--- src/rtl/sdram_word_bridge_if.sv ---
// rtl/sdram_word_bridge_if.sv - CPU bus and SDRAM controller handshake signals of the word bridge
interface sdram_word_bridge_if;
    logic        i_cpu_req;
    logic        i_cpu_wren;
    logic [22:0] i_cpu_addr;
    logic [31:0] i_cpu_wdata;
    logic [3:0]  i_cpu_be;
    logic [31:0] o_cpu_rdata;
    logic        o_cpu_done;
    logic        o_cpu_err;
    logic        o_cpu_busy;
    logic        o_mem_request;
    logic        o_mem_wren;
    logic [22:0] o_mem_address;
    logic [7:0]  o_mem_data;
    logic [7:0]  i_mem_data;
    logic        i_mem_done;

    modport master (
        output i_cpu_req, i_cpu_wren, i_cpu_addr, i_cpu_wdata, i_cpu_be, i_mem_data, i_mem_done,
        input  o_cpu_rdata, o_cpu_done, o_cpu_err, o_cpu_busy,
               o_mem_request, o_mem_wren, o_mem_address, o_mem_data
    );

    modport slave (
        input  i_cpu_req, i_cpu_wren, i_cpu_addr, i_cpu_wdata, i_cpu_be, i_mem_data, i_mem_done,
        output o_cpu_rdata, o_cpu_done, o_cpu_err, o_cpu_busy,
               o_mem_request, o_mem_wren, o_mem_address, o_mem_data
    );
endinterface

--- src/rtl/sdram_word_bridge.sv ---
// rtl/sdram_word_bridge.sv - splits a CPU word access into byte transactions on the SDRAM controller
module sdram_word_bridge #(
    parameter int TIMEOUT_CYCLES = 4096
) (
    input  logic                i_clk,
    input  logic                i_reset,
    sdram_word_bridge_if.slave  bus
);
    localparam int CW = $clog2(TIMEOUT_CYCLES);

    typedef enum logic [2:0] {
        S_IDLE,
        S_SCAN,
        S_ISSUE,
        S_WAIT,
        S_FINISH
    } state_t;

    state_t        state;
    state_t        state_next;
    logic          wren_q;
    logic [20:0]   addr_q;
    logic [31:0]   wdata_q;
    logic [3:0]    be_q;
    logic [2:0]    lane;
    logic [CW-1:0] timer;
    logic          err_q;
    logic [31:0]   shadow;
    logic [31:0]   rdata_q;
    logic          mem_wren_q;
    logic [22:0]   mem_addr_q;
    logic [7:0]    mem_data_q;
    logic          timeout_hit;
    logic          unused_addr_lsbs;

    assign timeout_hit      = (timer == CW'(TIMEOUT_CYCLES - 1));
    assign unused_addr_lsbs = ^bus.i_cpu_addr[1:0];

    always_comb begin
        state_next = state;
        case (state)
            S_IDLE:   if (bus.i_cpu_req) state_next = S_SCAN;
            // lane[2] set means all four lanes have been visited
            S_SCAN: begin
                if (lane[2])
                    state_next = S_FINISH;
                else if (be_q[lane[1:0]])
                    state_next = S_ISSUE;
            end
            S_ISSUE:  state_next = S_WAIT;
            S_WAIT: begin
                if (bus.i_mem_done)
                    state_next = S_SCAN;
                else if (timeout_hit)
                    state_next = S_FINISH;
            end
            S_FINISH: state_next = S_IDLE;
            default:  state_next = S_IDLE;
        endcase
    end

    always_ff @(posedge i_clk) begin
        if (i_reset) begin
            state      <= S_IDLE;
            wren_q     <= 1'b0;
            addr_q     <= '0;
            wdata_q    <= '0;
            be_q       <= '0;
            lane       <= '0;
            timer      <= '0;
            err_q      <= 1'b0;
            shadow     <= '0;
            rdata_q    <= '0;
            mem_wren_q <= 1'b0;
            mem_addr_q <= '0;
            mem_data_q <= '0;
        end else begin
            state <= state_next;
            case (state)
                S_IDLE: begin
                    if (bus.i_cpu_req) begin
                        wren_q  <= bus.i_cpu_wren;
                        addr_q  <= bus.i_cpu_addr[22:2];
                        wdata_q <= bus.i_cpu_wdata;
                        be_q    <= bus.i_cpu_wren ? bus.i_cpu_be : 4'b1111;
                        lane    <= '0;
                        err_q   <= 1'b0;
                    end
                end
                S_SCAN: begin
                    if (lane[2]) begin
                        if (!wren_q)
                            rdata_q <= shadow;
                    end else if (be_q[lane[1:0]]) begin
                        // controller-side fields are held until the byte leaves WAIT
                        mem_addr_q <= {addr_q, lane[1:0]};
                        mem_wren_q <= wren_q;
                        mem_data_q <= wdata_q[{lane[1:0], 3'b000} +: 8];
                        timer      <= '0;
                    end else begin
                        lane <= lane + 3'd1;
                    end
                end
                S_WAIT: begin
                    if (bus.i_mem_done) begin
                        if (!wren_q)
                            shadow[{lane[1:0], 3'b000} +: 8] <= bus.i_mem_data;
                        lane <= lane + 3'd1;
                    end else if (timeout_hit) begin
                        err_q <= 1'b1;
                    end else begin
                        timer <= timer + CW'(1);
                    end
                end
                default: ;
            endcase
        end
    end

    assign bus.o_mem_request = (state == S_ISSUE);
    assign bus.o_mem_wren    = mem_wren_q;
    assign bus.o_mem_address = mem_addr_q;
    assign bus.o_mem_data    = mem_data_q;
    assign bus.o_cpu_done    = (state == S_FINISH);
    assign bus.o_cpu_err     = (state == S_FINISH) && err_q;
    assign bus.o_cpu_busy    = (state != S_IDLE);
    assign bus.o_cpu_rdata   = rdata_q;
endmodule

--- src/flat_wrapper.sv ---
// flat-port wrapper written by rule: the top's interface ports become plain ports
module sdram_word_bridge_flat 
#(
    parameter int TIMEOUT_CYCLES = 4096
)
  (i_clk, i_reset, bus_i_cpu_req, bus_i_cpu_wren, bus_i_cpu_addr, bus_i_cpu_wdata, bus_i_cpu_be, bus_i_mem_data, bus_i_mem_done, bus_o_cpu_rdata, bus_o_cpu_done, bus_o_cpu_err, bus_o_cpu_busy, bus_o_mem_request, bus_o_mem_wren, bus_o_mem_address, bus_o_mem_data);
  sdram_word_bridge_if bus_i ();
  input  logic i_clk;
  input  logic i_reset;
  input wire logic [$bits(bus_i.i_cpu_req)-1:0] bus_i_cpu_req;
  input wire logic [$bits(bus_i.i_cpu_wren)-1:0] bus_i_cpu_wren;
  input wire logic [$bits(bus_i.i_cpu_addr)-1:0] bus_i_cpu_addr;
  input wire logic [$bits(bus_i.i_cpu_wdata)-1:0] bus_i_cpu_wdata;
  input wire logic [$bits(bus_i.i_cpu_be)-1:0] bus_i_cpu_be;
  input wire logic [$bits(bus_i.i_mem_data)-1:0] bus_i_mem_data;
  input wire logic [$bits(bus_i.i_mem_done)-1:0] bus_i_mem_done;
  output wire logic [$bits(bus_i.o_cpu_rdata)-1:0] bus_o_cpu_rdata;
  output wire logic [$bits(bus_i.o_cpu_done)-1:0] bus_o_cpu_done;
  output wire logic [$bits(bus_i.o_cpu_err)-1:0] bus_o_cpu_err;
  output wire logic [$bits(bus_i.o_cpu_busy)-1:0] bus_o_cpu_busy;
  output wire logic [$bits(bus_i.o_mem_request)-1:0] bus_o_mem_request;
  output wire logic [$bits(bus_i.o_mem_wren)-1:0] bus_o_mem_wren;
  output wire logic [$bits(bus_i.o_mem_address)-1:0] bus_o_mem_address;
  output wire logic [$bits(bus_i.o_mem_data)-1:0] bus_o_mem_data;
  assign bus_i.i_cpu_req = bus_i_cpu_req;
  assign bus_i.i_cpu_wren = bus_i_cpu_wren;
  assign bus_i.i_cpu_addr = bus_i_cpu_addr;
  assign bus_i.i_cpu_wdata = bus_i_cpu_wdata;
  assign bus_i.i_cpu_be = bus_i_cpu_be;
  assign bus_i.i_mem_data = bus_i_mem_data;
  assign bus_i.i_mem_done = bus_i_mem_done;
  assign bus_o_cpu_rdata = bus_i.o_cpu_rdata;
  assign bus_o_cpu_done = bus_i.o_cpu_done;
  assign bus_o_cpu_err = bus_i.o_cpu_err;
  assign bus_o_cpu_busy = bus_i.o_cpu_busy;
  assign bus_o_mem_request = bus_i.o_mem_request;
  assign bus_o_mem_wren = bus_i.o_mem_wren;
  assign bus_o_mem_address = bus_i.o_mem_address;
  assign bus_o_mem_data = bus_i.o_mem_data;
  sdram_word_bridge #(.TIMEOUT_CYCLES(TIMEOUT_CYCLES)) u_core (.i_clk(i_clk), .i_reset(i_reset), .bus(bus_i));
endmodule
--- config.mk ---
export PLATFORM = sky130hd
export DESIGN_NAME = sdram_word_bridge_flat
export DESIGN_NICKNAME = d
export VERILOG_FILES = /design/src/rtl/sdram_word_bridge_if.sv /design/src/rtl/sdram_word_bridge.sv /design/src/flat_wrapper.sv
export SDC_FILE = /design/constraint.sdc
export NUM_CORES = 1
export LEC_CHECK = 0
export ABC_AREA = 1
export BUFFER_PORTS_ARGS = -buffer_cell sky130_fd_sc_hd__buf_2
export CAP_MARGIN = 20
export CORE_ASPECT_RATIO = 1.25
export CORE_MARGIN = 3
export CORE_UTILIZATION = 55
export CTS_CLUSTER_SIZE = 10
export DETAILED_ROUTE_END_ITERATION = 12
export PLACE_DENSITY = 0.9
export SLEW_MARGIN = 5
export SYNTH_ARGS = -nofsm -noshare
export SYNTH_HDL_FRONTEND = slang
export SYNTH_SLANG_ARGS = --single-unit
--- constraint.sdc ---
create_clock -name i_clk -period 2.7 [get_ports i_clk]
set_clock_uncertainty 0.15 [all_clocks]
set_input_delay 0.27 -clock i_clk [delete_from_list [all_inputs] [get_ports i_clk]]
set_output_delay 0.27 -clock i_clk [all_outputs]
set_load 0.01 [all_outputs]
==> results of run 1 <==
[how the worst max path moves through the flow]
stage / from / endpoint / slack (ps) / cells after the start
floorplan: u_core.lane[0]$_SDFFE_PP0P_ / u_core.shadow[10]$_SDFFE_PP0P_ / 500 / 10
global placement: u_core.lane[0]$_SDFFE_PP0P_ / u_core.bus.o_mem_address[8]$_SDFFE_PP0P_ / 620 / 9
detailed placement: u_core.lane[0]$_SDFFE_PP0P_ / u_core.bus.o_mem_address[19]$_SDFFE_PP0P_ / 570 / 9
CTS: u_core.state[0]$_SDFFE_PP0P_ / u_core.wdata_q[31]$_SDFFE_PP0P_ / 550 / 6
global route: u_core.lane[1]$_SDFFE_PP0P_ / u_core.shadow[9]$_SDFFE_PP0P_ / 260 / 8
finish: u_core.lane[1]$_SDFFE_PP0P_ / u_core.shadow[9]$_SDFFE_PP0P_ / 540 / 8
[final cells by class]
class                   instances  area [sq um]
clock inverters                11         155.1
repair buffers                202          1331
well taps                     164         205.2
multi-input cells             660          3097
inverters                      49         183.9
flip-flops and latches        173          3463
fillers                       946          3368
clock buffers                  21         470.5
[synth_stat cells, drive strengths merged]
| cell type | count |
|---|---|
| dfxtp | 173 |
| nor2 | 169 |
| nand2 | 152 |
| a21oi | 113 |
| o21ai | 105 |
| nand3 | 70 |
| inv | 48 |
| clkbuf | 41 |
| buf | 18 |
| nand4 | 11 |
| a31oi | 8 |
| nor3 | 8 |
| ha | 7 |
| o211ai | 7 |
| xnor2 | 3 |
| a211oi | 2 |
| xor2 | 2 |
| clkinv | 1 |
| nor3b | 1 |
| nor4 | 1 |
| or2 | 1 |
[cells by family (layout without fill, tap and decap cells)]
kind of cell / Yosys count / count (layout)
simple gates: 413 / 413
compound gates: 235 / 235
flops: 173 / 173
buf+inv: 108 / 283
fa+ha+maj: 7 / 7
xor+xnor: 5 / 5
[stage by stage]
stage | power, mW | area, sq um | instances | util
floorplan | 3.506 | 7003 | 941 | -
global placement | 3.771 | 7730 | 1194 | 0.6298
detailed placement | 3.801 | 7730 | 1194 | 0.6298
CTS | 6.410 | 8886 | 1279 | 0.7240
global route | 6.711 | 8906 | 1280 | 0.7256
finish | 6.444 | 8906 | 1280 | 0.7256
[registers in the layout (all words and copies together), names as in the netlist]
signal,cells
u_core.bus.o_mem_data,8
u_core.shadow,32
u_core.bus.o_mem_wren,1
u_core.state,3
u_core.addr_q,21
u_core.be_q,4
u_core.wren_q,1
u_core.bus.o_mem_address,23
u_core.err_q,1
u_core.wdata_q,32
u_core.bus.o_cpu_rdata,32
u_core.lane,3
u_core.timer,12
[critical path, delay by kind of cell, from the launching register on]
family          cells  cell delay, ps
buf+inv             3             450
simple gates        3             520
flops               1             330
compound gates      1             190
fa+ha+maj           1             440
[power by group]
group	leakage (nW)	total [mW]	switching, mW	internal (mW)
Combinational	2.12	1.04	0.684	0.352
Sequential	1.41	2.83	0.0954	2.73
Clock	0.299	2.58	1.03	1.55
Total	3.83	6.44	1.81	4.63
[per-layer routing]
layer  vias to the layer above  part of all wire
li1                       3437                 -
met1                      3154              0.39
met2                       292              0.51
met3                        54             0.071
met4                         0             0.029
met5                         -                 0
[placed cells by master, fill, tap and decap left out, types with 2 or more instances in the layout]
| cell | netlist | routed |
|---|---|---|
| a211oi_1 | 2 | 2 |
| a21oi_1 | 113 | 113 |
| a31oi_1 | 8 | 8 |
| buf_12 | 0 | 2 |
| buf_2 | 12 | 137 |
| buf_4 | 4 | 10 |
| bufinv_16 | 0 | 3 |
| clkbuf_16 | 0 | 17 |
| clkbuf_8 | 0 | 3 |
| clkinvlp_4 | 0 | 3 |
| dfxtp_1 | 173 | 173 |
| dlygate4sd3_1 | 0 | 53 |
| ha_1 | 7 | 7 |
| inv_1 | 43 | 42 |
| inv_2 | 5 | 6 |
| inv_6 | 0 | 3 |
| nand2_1 | 148 | 148 |
| nand2_2 | 2 | 2 |
| nand2_4 | 2 | 2 |
| nand3_1 | 69 | 69 |
| nand4_1 | 11 | 11 |
| nor2_1 | 163 | 163 |
| nor2_2 | 3 | 3 |
| nor2_8 | 2 | 2 |
| nor3_1 | 8 | 8 |
| o211ai_1 | 7 | 7 |
| o21ai_0 | 103 | 103 |
| o21ai_1 | 2 | 2 |
| xnor2_1 | 3 | 3 |
| xor2_1 | 2 | 2 |
==> flow_summary.ini, run 1 <==
[yosys]
postSynthAreaPerCell_sq_um = 7.442
synthSimpleGateAreaFrac = 0.2508
synth-seq-cells = 173
syn-num-nets = 1020
synth_xor_area_frac = 0.006253
synthMuxAreaShare = 0
postSynthCellCount = 941
synth_cell_types = 32
yosys.area.top_type = dfxtp_1
synth_top_family_by_area = simple AND/OR/NAND/NOR gates
netlist_area_sq_mm = 0.007003
seq_area_frac_synth = 0.4946
synth_fa_ha_area_frac = 0.01251
synth_compound_area_frac = 0.1726
synth_area_leaders = dfxtp_1 49%, nor2_1 8.7%, a21oi_1 8.1%
ys.warnings.count = 0
synth_top_area_frac = 0.4946

[cts]
clk_latency_ps = 420
clockBufferDepth = 2
htreeDepth = 4
cts_root_buf = clkbuf_16
cts-resized-gates = 0
cts.reportedPaths.clkPinSlew_ps = 70
cts_tree = yes
post_cts_buffers = 0
cts-buffers-inserted = 17
hold_buffers = 53
numClockSinks = 173

[sta]
rsz0062_at_grt = false
period_share = 0.8001
finalHoldViolations = 0
max_slew.worst_pin.slew_ps = 719.5
fmax_ghz = 0.4629
setup_violations = 0
max_slew_margin = 0.5203
slew_violations = 0
worst_slack_ps = 539.8
period_needed_ps = 2160
fin_tns_setup_ps = 0
hold_ws_ps = 13.79

[critical_path]
r2r-end = u_core.shadow[9]$_SDFFE_PP0P_
path_common_cell = inv_1
reg2reg_setup_slack_ps = 540
cpPeakStageDelay_ps = 440
path_class = flop to flop
required_ps = 2890
crit_path_cell_trace = inv_1, ha_1, inv_1, nor2_1, inv_1, nor2_1, nand3_1, a21oi_1
worst_path_max_delay_cell = ha_1
start_kind = flop
cp.arrival_ps = 2350
cp-end-kind = flop
rr_startpoint = u_core.lane[1]$_SDFFE_PP0P_
ff2ff_path_depth = 8
crit_fanout = 7

[final_layout]
layout-drive-gt1-share = 0.1774
final_nets = 1182
diodes = 0
synthToLayoutAreaGrowth_pct = 27.18

[detailed_routing]
initialDrtViolationCount = 521
dr.pass1.iters = 6
wl_per_cell_um = 14.74
vias = 6937
ant_nets = 0
totalWireLength_um = 18860
drc = 0
avgViaCountPerCell = 5.420

[floorplanning]
ios = 140
die-area_sq_mm = 0.01413
die_y_um = 132.2
die_w_um = 106.9
coreArea_sq_mm = 0.01227
fp-row-count = 45
start_util = 0.5705

[global_route]
grt_pass1_wl_um = 31170
grt_pass1_vias = 6532
overflow = 0
met1_usage = 0.3289
use_met3 = 0.06418
grt_usage = 0.2693
grt_use_met2 = 0.4615
gr-max-usage-layer = met2
grt_max_degree = 102
antenna_found_initial = 0

[power_and_ir_drop]
powerDensity_mw_per_mm2 = 723.5
irDropWorstVdd_mv = 0.4901
p_leak_nw = 3.825

[placement]
routabilityCongestion = 0.9246
dp_hpwl_um = 11280
pre_cts_ws_ps = 565.5
io_buffers = 137

[job]
cap_viol_max_count = 0

[worst_hold_path]
min_path_type = primary input to flop
min_from = bus_i_cpu_wdata[9]
holdPathStages = 3
holdPathEnd = u_core.wdata_q[9]$_SDFFE_PP0P_

[run_status]
status = completed
Note: power is estimated with default switching activity, not from simulation.
==> inputs of run 2 (changes only) <==
--- a/config.mk
+++ b/config.mk
@@ -5,15 +5,15 @@
 export SDC_FILE = /design/constraint.sdc
 export NUM_CORES = 1
 export LEC_CHECK = 0
-export ABC_AREA = 1
+export ABC_AREA = 0
 export BUFFER_PORTS_ARGS = -buffer_cell sky130_fd_sc_hd__buf_2
 export CAP_MARGIN = 20
 export CORE_ASPECT_RATIO = 1.25
 export CORE_MARGIN = 3
-export CORE_UTILIZATION = 55
+export CORE_UTILIZATION = 49
 export CTS_CLUSTER_SIZE = 10
 export DETAILED_ROUTE_END_ITERATION = 12
-export PLACE_DENSITY = 0.9
+export PLACE_DENSITY = 0.86
 export SLEW_MARGIN = 5
 export SYNTH_ARGS = -nofsm -noshare
 export SYNTH_HDL_FRONTEND = slang
==> constraint.sdc (replaced) <==
create_clock -name i_clk -period 1.9 [get_ports i_clk]
set_clock_uncertainty 0.15 [all_clocks]
set_input_delay 0.19 -clock i_clk [delete_from_list [all_inputs] [get_ports i_clk]]
set_output_delay 0.19 -clock i_clk [all_outputs]
set_load 0.01 [all_outputs]
==> run 2 against run 1 <==
  * Flip-flop and latch count is the same
  * Fmax grew 3.3%
  * Setup slack got worse by 730 ps
  * The run now ends with setup timing left
  * Synthesized cell count shrank 11%
  * Clock power is 42% higher
  * Critical path depth is the same
  * Combinational power grew 14%
  * Worst hold slack better by 130 ps
==> flow_summary.ini, run 2 <==
[yosys]
postSynthAreaPerCell_sq_um = 7.989
synth_cell_types = 42
synth.most_common_cell = nand2_1
yosys.area.top_type = dfxtp_1
seq_area_frac_synth = 0.5149
postSynthCellCount = 842
ys.warnings.count = 0
synth-seq-cells = 173
synth_edf_count = 0
synthTopCellsByCount = 288 x nand2_1, 173 x dfxtp_1, 160 x a21oi_1, 51 x clkbuf_1, 39 x nand3_1
synth_ff_type = dfxtp_1
ys_async_sr_fraction = 0
netlist_area_sq_mm = 0.006726
synth_area_leaders = dfxtp_1 51%, nand2_1 16%, a21oi_1 12%
synth_top_area_frac = 0.5149
syn-num-nets = 921

[critical_path]
path_class = flop to flop
required_ps = 2100
rr_startpoint = u_core.lane[0]$_SDFFE_PP0P_
worst_path_max_delay_cell = mux4_2
crit_path_cell_trace = mux4_2, buf_6, buf_6, nand3b_1, buf_6, clkbuf_16, nand2_2, a21oi_1
cpPeakStageDelay_ps = 550
crit_fanout = 7
ff2ff_path_depth = 8
reg2reg_setup_slack_ps = -190
cp.arrival_ps = 2290
cp-end-kind = flop
path_common_cell = buf_6
r2r-end = u_core.bus.o_mem_address[16]$_SDFFE_PP0P_
start_kind = flop

[global_route]
grt_pass1_wl_um = 31930
met1_usage = 0.2938
antenna_found_initial = 0
gr-max-usage-layer = met2
grt_use_met2 = 0.4679
use_met3 = 0.05838
grt_pass1_vias = 6581
grt_usage = 0.2605
overflow = 0
grt_max_degree = 58

[final_layout]
synthToLayoutAreaGrowth_pct = 43.02
fin_cells = 1252
final_common_cell = nand2_1
layout-drive-gt1-share = 0.2868
final_cell_mix = 266 x nand2_1, 172 x dfxtp_1, 139 x a21oi_1
final_nets = 1147
fill_cells = 876
diodes = 0

[cts]
cts.reportedPaths.clkPinSlew_ps = 70
clockBufferDepth = 2
cts_root_buf = clkbuf_16
cts-buffers-inserted = 17
cts_tree = yes
numClockSinks = 173
clk_latency_ps = 430
htreeDepth = 4

[detailed_routing]
ant_nets = 0
dr.pass1.iters = 7
drc = 0
totalWireLength_um = 22470
avgViaCountPerCell = 5.668
wl_per_cell_um = 17.95
initialDrtViolationCount = 803
vias = 7096

[placement]
io_buffers = 137
dp_hpwl_um = 11660
routabilityCongestion = 0.9207
place_inst = 1142

[sta]
max_slew.worst_pin.slew_ps = 653.9
setup_violations = 35
period_share = 1.101
slew_violations = 0
fmax_ghz = 0.4780
finalHoldViolations = 0
period_needed_ps = 2092
max_slew_margin = 0.5641
rsz0062_at_grt = true
fin_tns_setup_ps = -3910
worst_slack_ps = -192.1

[worst_hold_path]
min_from = bus_i_cpu_req
min_path_type = primary input to flop
holdPathEnd = u_core.state[1]$_SDFFE_PP0P_
holdPathStages = 3

[power_and_ir_drop]
p_total_mw = 8.697
irDropWorstVdd_mv = 0.7475
powerDensity_mw_per_mm2 = 904.0
p_leak_nw = 3.777

[floorplanning]
fp-row-count = 47
ios = 140
die_y_um = 137.0
coreArea_sq_mm = 0.01335
die_w_um = 110.8
die-area_sq_mm = 0.01518
start_util = 0.5039

[run_status]
status = finished with violations
violations = setup timing

[job]
cap_viol_max_count = 0
-- run 2: changes by cell type in the layout (fill, tap and decap cells not counted), sizes merged, moves of 7 or more --
cell,delta
nand3,-31
a21oi,+47
and2,+7
o21ai,-97
buf,+44
a31oi,-7
o211ai,-7
dlygate4sd3,+15
inv,-43
nand2,+136
mux4,+9
nor3b,+7
nor2,-152
-- run 2: worst max-delay path by stage --
stage,endpoint,cells past startpoint,from
6_report,u_core.bus.o_mem_address[16]$_SDFFE_PP0P_,8,u_core.lane[0]$_SDFFE_PP0P_
5_1_grt,u_core.bus.o_mem_address[16]$_SDFFE_PP0P_,8,u_core.lane[0]$_SDFFE_PP0P_
4_1_cts,u_core.timer[11]$_SDFFE_PP0P_,5,u_core.lane[0]$_SDFFE_PP0P_
3_5_place_dp,u_core.bus.o_mem_address[13]$_SDFFE_PP0P_,5,u_core.lane[0]$_SDFFE_PP0P_
3_3_place_gp,u_core.bus.o_mem_address[0]$_SDFFE_PP0P_,5,u_core.lane[0]$_SDFFE_PP0P_
2_1_floorplan,u_core.timer[11]$_SDFFE_PP0P_,6,u_core.lane[0]$_SDFFE_PP0P_
-- run 2: layout make-up --
type	count	area (sq um)	share of cell area
clock inverters	9	120.1	0.01249
multi-input cells	608	3348	0.3480
flip-flops and latches	173	3467	0.3604
repair buffers	263	1943	0.2020
well taps	171	214.0	0.02224
clock buffers	23	509.2	0.05293
inverters	5	18.77	0.001951
-- run 2: cell families (layout without fill, tap and decap cells) --
logic type      count (synthesis)  count (layout)  share of synthesized area
fa+ha+maj                       7               7                    0.01302
compound gates                185             185                     0.1457
buf+inv                        61             300                    0.03441
mux                            10              10                    0.03181
xor+xnor                        2               2                   0.002605
simple gates                  404             404                     0.2576
flops                         173             173                     0.5149
-- run 2: power by group --
| part | switching [mW] | total [mW] | internal, mW |
|---|---|---|---|
| combinational | 0.661 | 1.19 | 0.533 |
| clock | 1.48 | 3.66 | 2.18 |
| sequential | 0.0863 | 3.84 | 3.76 |
| total | 2.23 | 8.70 | 6.47 |
-- run 2: per-stage QoR --
| step | util | instance area, sq um | hold WS (ps) | setup slack (ps) |
|---|---|---|---|---|
| finish | 0.7207 | 9620 | 141.1 | -192.1 |
| global route | 0.7207 | 9620 | 169.6 | -292.7 |
| CTS | 0.6931 | 9253 | 67.52 | -73.66 |
| detailed placement | 0.5902 | 7879 | 279.5 | -160.6 |
| global placement | 0.5902 | 7879 | 280.3 | -115.7 |
| floorplan | - | 6750 | 176.0 | -171.4 |
-- run 2: metal layers --
layer	vias up	routed length (um)	share of wire
met5	-	0	0
met4	0	1205	0.054
met3	106	1618	0.072
met2	397	11500	0.51
met1	3305	8150	0.36
li1	3288	-	-
-- run 2: what timing repair did --
item                                    4_1_cts  5_1_grt
hold buffers                                 68        0
setup buffers                                 3        4
endpoints found under the setup margin       69      109
pin swaps                                     6       41
gates cloned                                  0        3
hold endpoints to repair                     92        0
resized for setup                            10       77
-- run 2: critical path: cells and delay by family (launching register included) --
family	cells	cell delay, ps
and+or+nand+nor	2	220
buffers and inverters	4	560
muxes	1	550
AOI/OAI and AO/OA	1	160
DFF	1	360
